### config.mk
export PLATFORM = sky130hd
export DESIGN_NAME = addr_decoder_cfg_loader
export DESIGN_NICKNAME = d
export VERILOG_FILES = /design/src/rtl/addr_decoder_cfg_pkg.sv /design/src/rtl/cfg_frame_buf.sv /design/src/rtl/addr_decoder_cfg_loader.sv
export SDC_FILE = /design/constraint.sdc
export NUM_CORES = 1
export LEC_CHECK = 0
export ABC_AREA = 1
export CAP_MARGIN = 20
export CORE_MARGIN = 5
export CORE_UTILIZATION = 40
export DETAILED_ROUTE_END_ITERATION = 10
export PLACE_DENSITY = 0.64
export SLEW_MARGIN = 15
export SYNTH_ARGS = -nofsm -noshare
export SYNTH_HDL_FRONTEND = slang
export SYNTH_SLANG_ARGS = --single-unit
### constraint.sdc
create_clock -name cfg_clk -period 2.7 [get_ports cfg_clk]
set_input_delay 0.54 -clock cfg_clk [delete_from_list [all_inputs] [get_ports cfg_clk]]
set_output_delay 0.54 -clock cfg_clk [all_outputs]
set_load 0.01 [all_outputs]
### src/rtl/addr_decoder_cfg_pkg.sv
// Shared layout, state encoding and status codes for the decoder config loader.
// Pure declarations: no latency, no flow control.
package addr_decoder_cfg_pkg;

    function automatic int cfg_bytes(input int addr_w);
        return (addr_w + 7) / 8;
    endfunction

    // One window record is BASE (CFG_BYTES), MASK (CFG_BYTES), SLOT (1), OP (1).
    function automatic int win_stride(input int addr_w);
        return 2 * cfg_bytes(addr_w) + 2;
    endfunction

    function automatic int cfg_size(input int addr_w, input int num_win);
        return num_win * win_stride(addr_w);
    endfunction

    localparam int WIN_BASE_OFF = 0;

    function automatic int win_mask_off(input int addr_w);
        return cfg_bytes(addr_w);
    endfunction

    function automatic int win_slot_off(input int addr_w);
        return 2 * cfg_bytes(addr_w);
    endfunction

    function automatic int win_op_off(input int addr_w);
        return 2 * cfg_bytes(addr_w) + 1;
    endfunction

    function automatic int win_addr(input int addr_w, input int win, input int field_off);
        return win * win_stride(addr_w) + field_off;
    endfunction

    typedef enum logic [2:0] {
        S_IDLE   = 3'd0,
        S_ADDR   = 3'd1,
        S_LEN    = 3'd2,
        S_DATA   = 3'd3,
        S_CHK    = 3'd4,
        S_COMMIT = 3'd5,
        S_DONE   = 3'd6
    } ld_state_e;

    localparam logic [1:0] ERR_NONE    = 2'd0;
    localparam logic [1:0] ERR_CHK     = 2'd1;
    localparam logic [1:0] ERR_RANGE   = 2'd2;
    localparam logic [1:0] ERR_TIMEOUT = 2'd3;

endpackage

### src/rtl/cfg_frame_buf.sv
// Frame payload buffer: DEPTH x 8 registers, sequential write and read pointers.
// Write takes effect next cycle; read data is combinational at the read pointer; no flow control.
module cfg_frame_buf #(
    parameter int DEPTH = 16
) (
    input  logic       clk_i,
    input  logic       rst_n_i,
    input  logic       clr_i,
    input  logic       wr_en_i,
    input  logic [7:0] wr_dat_i,
    input  logic       rd_en_i,
    output logic [7:0] rd_dat_o
);

    localparam int AW = (DEPTH > 1) ? $clog2(DEPTH) : 1;

    logic [7:0]    mem_q [DEPTH];
    logic [AW-1:0] wr_ptr_q;
    logic [AW-1:0] rd_ptr_q;

    always_ff @(posedge clk_i or negedge rst_n_i) begin
        if (!rst_n_i) begin
            wr_ptr_q <= '0;
            rd_ptr_q <= '0;
        end else if (clr_i) begin
            wr_ptr_q <= '0;
            rd_ptr_q <= '0;
        end else begin
            if (wr_en_i) wr_ptr_q <= wr_ptr_q + 1'b1;
            if (rd_en_i) rd_ptr_q <= rd_ptr_q + 1'b1;
        end
    end

    // Storage carries no reset: stale bytes are unreachable once the pointers clear.
    always_ff @(posedge clk_i) begin
        if (wr_en_i && !clr_i) mem_q[wr_ptr_q] <= wr_dat_i;
    end

    assign rd_dat_o = mem_q[rd_ptr_q];

endmodule

### src/rtl/addr_decoder_cfg_loader.sv
// Framed byte-stream loader: validates SYNC/ADDR/LEN/data/CHK frames, then replays payload as cfg byte writes.
// Commit starts the cycle after CHK, one byte per cycle; in_ready is dropped during commit and the done cycle.
module addr_decoder_cfg_loader
    import addr_decoder_cfg_pkg::*;
#(
    parameter int         ADDR_W      = 32,
    parameter int         NUM_WIN     = 16,
    parameter int         DEPTH       = 16,
    parameter int         TIMEOUT_CYC = 1024,
    parameter logic [7:0] SYNC_BYTE   = 8'hA5
) (
    input  logic       cfg_clk,
    input  logic       cfg_rst_n,
    input  logic       in_valid,
    output logic       in_ready,
    input  logic [7:0] in_data,
    output logic       cfg_we,
    output logic [7:0] cfg_addr,
    output logic [7:0] cfg_wdata,
    output logic       busy,
    output logic       frame_ok,
    output logic       frame_err,
    output logic [1:0] err_code
);

    localparam int         CFG_SIZE   = cfg_size(ADDR_W, NUM_WIN);
    localparam logic [8:0] CFG_SIZE_W = 9'(CFG_SIZE);
    localparam logic [8:0] DEPTH_W    = 9'(DEPTH);
    localparam int         TMO_W      = (TIMEOUT_CYC > 1) ? $clog2(TIMEOUT_CYC) : 1;
    localparam logic [TMO_W-1:0] TMO_LAST = TMO_W'(TIMEOUT_CYC - 1);

    ld_state_e        state_q;
    logic             in_ready_q;
    logic [7:0]       addr_q;
    logic [7:0]       len_q;
    logic [7:0]       cnt_q;
    logic [7:0]       sum_q;
    logic             discard_q;
    logic [TMO_W-1:0] tmo_q;
    logic             cfg_we_q;
    logic [7:0]       cfg_addr_q;
    logic [7:0]       cfg_wdata_q;
    logic             frame_ok_q;
    logic             frame_err_q;
    logic [1:0]       err_code_q;

    logic       xfer;
    logic       in_frame;
    logic [7:0] sum_d;
    logic       range_bad_d;
    logic       chk_good_d;
    logic       buf_clr;
    logic       buf_wr;
    logic       buf_rd;
    logic [7:0] buf_rd_dat;

    assign xfer     = in_valid && in_ready_q;
    assign in_frame = state_q inside {S_ADDR, S_LEN, S_DATA, S_CHK};
    assign sum_d    = sum_q + in_data;

    // 9-bit sums so ADDR+LEN cannot wrap past the table size unnoticed.
    assign range_bad_d = ({1'b0, in_data} > DEPTH_W) ||
                         (({1'b0, addr_q} + {1'b0, in_data}) > CFG_SIZE_W);

    assign chk_good_d = !discard_q && (sum_d == 8'd0);

    always_comb begin
        buf_clr = (state_q == S_IDLE);
        buf_wr  = xfer && (state_q == S_DATA) && !discard_q;
        buf_rd  = 1'b0;
        if (state_q == S_CHK && xfer && chk_good_d && len_q != 8'd0) buf_rd = 1'b1;
        if (state_q == S_COMMIT && cnt_q != len_q)                   buf_rd = 1'b1;
    end

    cfg_frame_buf #(
        .DEPTH(DEPTH)
    ) u_frame_buf (
        .clk_i    (cfg_clk),
        .rst_n_i  (cfg_rst_n),
        .clr_i    (buf_clr),
        .wr_en_i  (buf_wr),
        .wr_dat_i (in_data),
        .rd_en_i  (buf_rd),
        .rd_dat_o (buf_rd_dat)
    );

    always_ff @(posedge cfg_clk or negedge cfg_rst_n) begin
        if (!cfg_rst_n) begin
            state_q     <= S_IDLE;
            in_ready_q  <= 1'b0;
            addr_q      <= 8'd0;
            len_q       <= 8'd0;
            cnt_q       <= 8'd0;
            sum_q       <= 8'd0;
            discard_q   <= 1'b0;
            tmo_q       <= '0;
            cfg_we_q    <= 1'b0;
            cfg_addr_q  <= 8'd0;
            cfg_wdata_q <= 8'd0;
            frame_ok_q  <= 1'b0;
            frame_err_q <= 1'b0;
            err_code_q  <= ERR_NONE;
        end else begin
            frame_ok_q  <= 1'b0;
            frame_err_q <= 1'b0;

            // Inter-byte watchdog; the state branches below only act on accepted bytes.
            if (in_frame) begin
                if (xfer) begin
                    tmo_q <= '0;
                end else if (tmo_q == TMO_LAST) begin
                    state_q     <= S_DONE;
                    in_ready_q  <= 1'b0;
                    frame_err_q <= 1'b1;
                    err_code_q  <= ERR_TIMEOUT;
                end else begin
                    tmo_q <= tmo_q + 1'b1;
                end
            end

            case (state_q)
                S_IDLE: begin
                    in_ready_q <= 1'b1;
                    tmo_q      <= '0;
                    if (xfer && in_data == SYNC_BYTE) state_q <= S_ADDR;
                end
                S_ADDR: begin
                    if (xfer) begin
                        addr_q  <= in_data;
                        sum_q   <= in_data;
                        state_q <= S_LEN;
                    end
                end
                S_LEN: begin
                    if (xfer) begin
                        len_q     <= in_data;
                        sum_q     <= sum_d;
                        discard_q <= range_bad_d;
                        cnt_q     <= 8'd0;
                        state_q   <= (in_data == 8'd0) ? S_CHK : S_DATA;
                    end
                end
                S_DATA: begin
                    if (xfer) begin
                        sum_q <= sum_d;
                        cnt_q <= cnt_q + 8'd1;
                        if (cnt_q + 8'd1 == len_q) state_q <= S_CHK;
                    end
                end
                S_CHK: begin
                    if (xfer) begin
                        in_ready_q <= 1'b0;
                        if (discard_q) begin
                            state_q     <= S_DONE;
                            frame_err_q <= 1'b1;
                            err_code_q  <= ERR_RANGE;
                        end else if (sum_d != 8'd0) begin
                            state_q     <= S_DONE;
                            frame_err_q <= 1'b1;
                            err_code_q  <= ERR_CHK;
                        end else if (len_q == 8'd0) begin
                            state_q    <= S_DONE;
                            frame_ok_q <= 1'b1;
                            err_code_q <= ERR_NONE;
                        end else begin
                            state_q     <= S_COMMIT;
                            cfg_we_q    <= 1'b1;
                            cfg_addr_q  <= addr_q;
                            cfg_wdata_q <= buf_rd_dat;
                            cnt_q       <= 8'd1;
                        end
                    end
                end
                S_COMMIT: begin
                    if (cnt_q == len_q) begin
                        cfg_we_q   <= 1'b0;
                        state_q    <= S_DONE;
                        frame_ok_q <= 1'b1;
                        err_code_q <= ERR_NONE;
                    end else begin
                        cfg_we_q    <= 1'b1;
                        cfg_addr_q  <= addr_q + cnt_q;
                        cfg_wdata_q <= buf_rd_dat;
                        cnt_q       <= cnt_q + 8'd1;
                    end
                end
                S_DONE: begin
                    in_ready_q <= 1'b1;
                    state_q    <= S_IDLE;
                end
                default: begin
                    state_q    <= S_IDLE;
                    in_ready_q <= 1'b0;
                    cfg_we_q   <= 1'b0;
                end
            endcase
        end
    end

    assign in_ready  = in_ready_q;
    assign cfg_we    = cfg_we_q;
    assign cfg_addr  = cfg_addr_q;
    assign cfg_wdata = cfg_wdata_q;
    assign busy      = (state_q != S_IDLE);
    assign frame_ok  = frame_ok_q;
    assign frame_err = frame_err_q;
    assign err_code  = err_code_q;

endmodule

==> results summary <==
The flow ran to the end, and the final reports show no timing, DRC or antenna violations. The floorplan step set the die width to 170 um. Data arrives at the worst endpoint at 2.07 ns. The top metal layer carrying routed signals is met4. For this run, the leading register cell type out of synthesis is sky130_fd_sc_hd__edfxtp_1.

The count of pins over their slew limit came out at 0. Entering global routing, the biggest net connects 77 pins. The worst IR drop on VDD came out at 0.000392 V. The net switching power came out at 3.28 mW. Post-CTS repair changed the size of 0 cells. The post-synthesis xor/xnor area fraction is 2.21%. Buffers added to address setup during post-CTS repair amount to 0. The data required time at the worst endpoint came out at 2.16 ns.

The number of enable-type register cells in the synthesized netlist came out at 128. At the end of the flow, the number of nets in the layout was 1,248. The number of antenna repair diodes came out at 0. The area growth from synthesis to layout came out at 18.4%. The min-delay analysis places its worst path in the category in2async. The synthesized netlist devotes 10.4% of its cell area to compound gates. The maximum frequency from static timing analysis came out at 383 MHz. The clock latency of the later-clocked register in the worst-skew pair is 0.52 ns. The max-slew headroom at the worst pin is 66.9%. The final global-route overflow total is 0. Internal power comes to 6.73 mW. The static leakage came out at 5.09 nW.

For this design the top-level I/O count stands at 34. Setup violations remaining at the end of the flow were counted as 0. The total of hold buffers inserted after clock tree synthesis is 0. The number of nets in the synthesized netlist is 1,157. The worst reg-to-reg path cell count came out at 15. The root buffer cell chosen for the clock tree is sky130_fd_sc_hd__clkbuf_16. The count of endpoints failing hold in the final timing report came out at 0. TritonCTS built the clock tree. The post-synthesis sequential area ratio came out at 55.8%.

In the detailed route, the total length drawn on met2 is 12,900 um. The placed wire-length estimate came out at 19,100 um. The worst setup path is of the reg2out kind.

The final worst setup slack came out at 0.0886 ns. The fraction of final layout cells sized beyond drive strength 1 came out at 11.9%. In this run the remaining antenna-violating nets after routing total 0. STA classifies the critical path startpoint as a flip-flop. The wire length reported by the detailed router is 27,400 um. The die height came out at 170 um.

The relative contribution of combinational cells to total power is 28.1%. The transition time at the pin with the least slew margin is 0.496 ns. The routed length on met1 is 12,000 um.

The total number of placement rows is 58. The global-route usage over all layers is 18.9%. The count of vias placed by the detailed router is 8,082. The startpoint of the worst-slack reg-to-reg timing path is sum_q[0]$_DFFE_PN0P_. STA classifies the critical path endpoint as a primary output.

The number of clock buffers inserted by TritonCTS came out at 24. The count of buffers added on input and output ports is 33. The weighted congestion at the end of routability-driven global placement came out at 0.874. The final routed DRC violation total came out at 0. The first-pass detailed-route iteration total is 5. Setup repair after global routing left no endpoint under its margin.

The share of synthesized cell area in and, or, nand and nor gates came out at 22.0%. The share of total power consumed by net switching came out at 32.7%. Summing the areas of all fa, ha and maj instances in the mapped netlist gives 4.11% of the synthesized area. The routed design uses 1670 um of met3 wire. After synthesis the cells add up to 10,300 um2. The count of different cell masters after synthesis came out at 50.

The tool flagged a number of max-cap violations equal to 0. Leaving out fill and tap cells, the most frequent cells in the layout are sky130_fd_sc_hd__nand2_1 (313), sky130_fd_sc_hd__edfxtp_1 (128), sky130_fd_sc_hd__nor2_1 (96). Yosys printed 0 warnings. The initial antenna violation count is 0. The worst setup slack for register-to-register paths came out at 0.31 ns.

The post-detailed-route wirelength per cell is 17.6 um. The sink count of the clock tree came out at 204. The die outline area is 29,000 um2. The ratio of final minimum period to clock period is 96.7%. In this run the worst path has a maximum fanout of 11. The clock skew after layout came out at 0.00860 ns. The initial DRC count came out at 680. The portion of total power attributed to sequential cells is 39.4%.

The leading cell type in the layout, fill and taps excluded is sky130_fd_sc_hd__nand2_1. The largest family of logic cells by synthesized area is simple AND/OR/NAND/NOR gates. The first-pass GRT wire length is 43,500 um. The clock network burns 32.5% of the power. The number of global-route vias before repair was 7,886. The per-instance average area after synthesis is 9.24 um2. Once the floorplan was initialized, standard cells occupied 40.8% of the core.

Timing analysis after detailed placement gives a worst setup slack of -0.526 ns. The area of the core is 25,300 um2. The shortest period the worst path allows is 2.61 ns. No sink is reached through more buffers than the 3 on the longest clock path. The synthesized flop and latch total came out at 204. Counting flops with an async set or reset pin after synthesis yields a share of 37.3%.

The power density over the cells is 821 nW/um2. Hold timing on the final database bottoms out at a slack of 0.0440 ns. The number of H-tree levels came out at 1. The via-per-instance ratio is 5.20.

The reg-to-reg critical path endpoint is err_code[1]$_DFF_PN0_. Clock-pin slew was measured on the worst setup and hold paths at 0.06 ns. The post-synthesis mux area share came out at 0%. After layout, the design draws a total of 10.0 mW. The gate count of the mapped netlist came out at 1,114.
## flip-flops by register name, summed over array words and instances, names as in the netlist, 2 cells and up
name and flops:
tmo_q 10, u_frame_buf.wr_ptr_q 4, sum_q 8, cfg_addr 8, u_frame_buf.rd_ptr_q 4, err_code 2, addr_q 8, state_q 3
len_q 8, u_frame_buf.mem_q 128, cfg_wdata 8, cnt_q 8
## cells by family (layout without fill, tap and decap cells)
family / after synthesis / in the layout
AO/OA/AOI/OAI: 186 / 186
XOR/XNOR: 26 / 26
adder cells (fa/ha/maj): 32 / 32
buffers and inverters: 138 / 247
flip-flops: 204 / 204
AND/OR/NAND/NOR: 528 / 528
## stage by stage
stage                     area (um2)  instances  utilization, %  setup TNS, ns
after floorplan                10300       1114               -              0
after global placement         11400       1509            45.1         -13.42
after detailed placement       11400       1509            45.1         -14.42
after CTS                      12200       1553            48.2              0
after global routing           12200       1553            48.3              0
final                          12200       1553            48.3              0
## worst max-delay path, cell delays in order, from the launching register on
cell and delay [ns]:
sky130_fd_sc_hd__dfrtp_1 0.49, sky130_fd_sc_hd__nor2_4 0.26, sky130_fd_sc_hd__nand2_2 0.25, sky130_fd_sc_hd__clkdlybuf4s50_1 0.56
## cell type report
cell class | instances | area [um2]
tap | 330 | 413
clock inverter | 9 | 144
timing repair buffer | 100 | 846
multi-input combinational | 772 | 4000
fill | 2365 | 13100
sequential | 204 | 5750
inverter | 103 | 393
clock buffer | 35 | 652
## per-layer routing
layer / GRT usage, % / up-vias
li1: - / 3951
met1: 26.3 / 3845
met2: 30.7 / 238
met3: 3.00 / 48
met4: 5.69 / 0
met5: 0 / -
## synthesized netlist by cell type, types with 3 or more instances
cell	n	area, um2
sky130_fd_sc_hd__nand2_1	314	1180
sky130_fd_sc_hd__nand3b_1	4	30.0
sky130_fd_sc_hd__o22ai_1	10	62.6
sky130_fd_sc_hd__nor2_2	3	18.8
sky130_fd_sc_hd__buf_6	3	33.8
sky130_fd_sc_hd__buf_1	3	11.3
sky130_fd_sc_hd__o21ai_0	85	425
sky130_fd_sc_hd__clkbuf_1	22	82.6
sky130_fd_sc_hd__nor3_1	7	35.0
sky130_fd_sc_hd__o221ai_1	9	78.8
sky130_fd_sc_hd__fa_1	3	60.1
sky130_fd_sc_hd__edfxtp_1	128	3840
sky130_fd_sc_hd__a311oi_1	7	61.3
sky130_fd_sc_hd__xor2_1	14	123
sky130_fd_sc_hd__a21oi_1	45	225
sky130_fd_sc_hd__nand3_1	57	285
sky130_fd_sc_hd__nor2_1	96	360
sky130_fd_sc_hd__inv_1	88	330
sky130_fd_sc_hd__nand4_1	22	138
sky130_fd_sc_hd__o21a_1	7	52.6
sky130_fd_sc_hd__nor2_4	5	56.3
sky130_fd_sc_hd__buf_2	4	20.0
sky130_fd_sc_hd__xnor2_1	12	105
sky130_fd_sc_hd__dfrtp_1	76	1900
sky130_fd_sc_hd__o21ai_1	12	60.1
sky130_fd_sc_hd__or2_2	7	43.8
sky130_fd_sc_hd__inv_2	11	41.3
sky130_fd_sc_hd__nand2_2	6	37.5
sky130_fd_sc_hd__ha_1	29	363
## power by group through the flow
| stage | clock (mW) | combinational, mW | sequential [mW] |
|---|---|---|---|
| after detailed placement | 0 | 2.78 | 4.00 |
| final | 3.25 | 2.81 | 3.95 |
| after floorplan | 0 | 1.85 | 3.93 |
| after CTS | 3.32 | 2.81 | 3.94 |
| after global routing | 3.48 | 3.18 | 3.98 |
| after global placement | 0 | 2.74 | 4.00 |
## worst max-delay path by stage
stage / startpoint / to / slack (ns)
2_1_floorplan: in_data[0] / cnt_q[6]$_DFFE_PN0P_ / 0.34
3_5_place_dp: in_data[0] / cnt_q[7]$_DFFE_PN0P_ / -0.53
4_1_cts: in_data[0] / cnt_q[7]$_DFFE_PN0P_ / 0.0007
3_3_place_gp: in_data[0] / cnt_q[4]$_DFFE_PN0P_ / -0.48
5_1_grt: state_q[2]$_DFF_PN0_ / busy / 0.01
6_report: state_q[0]$_DFF_PN0_ / busy / 0.09
(Power assumes the default switching activity.)
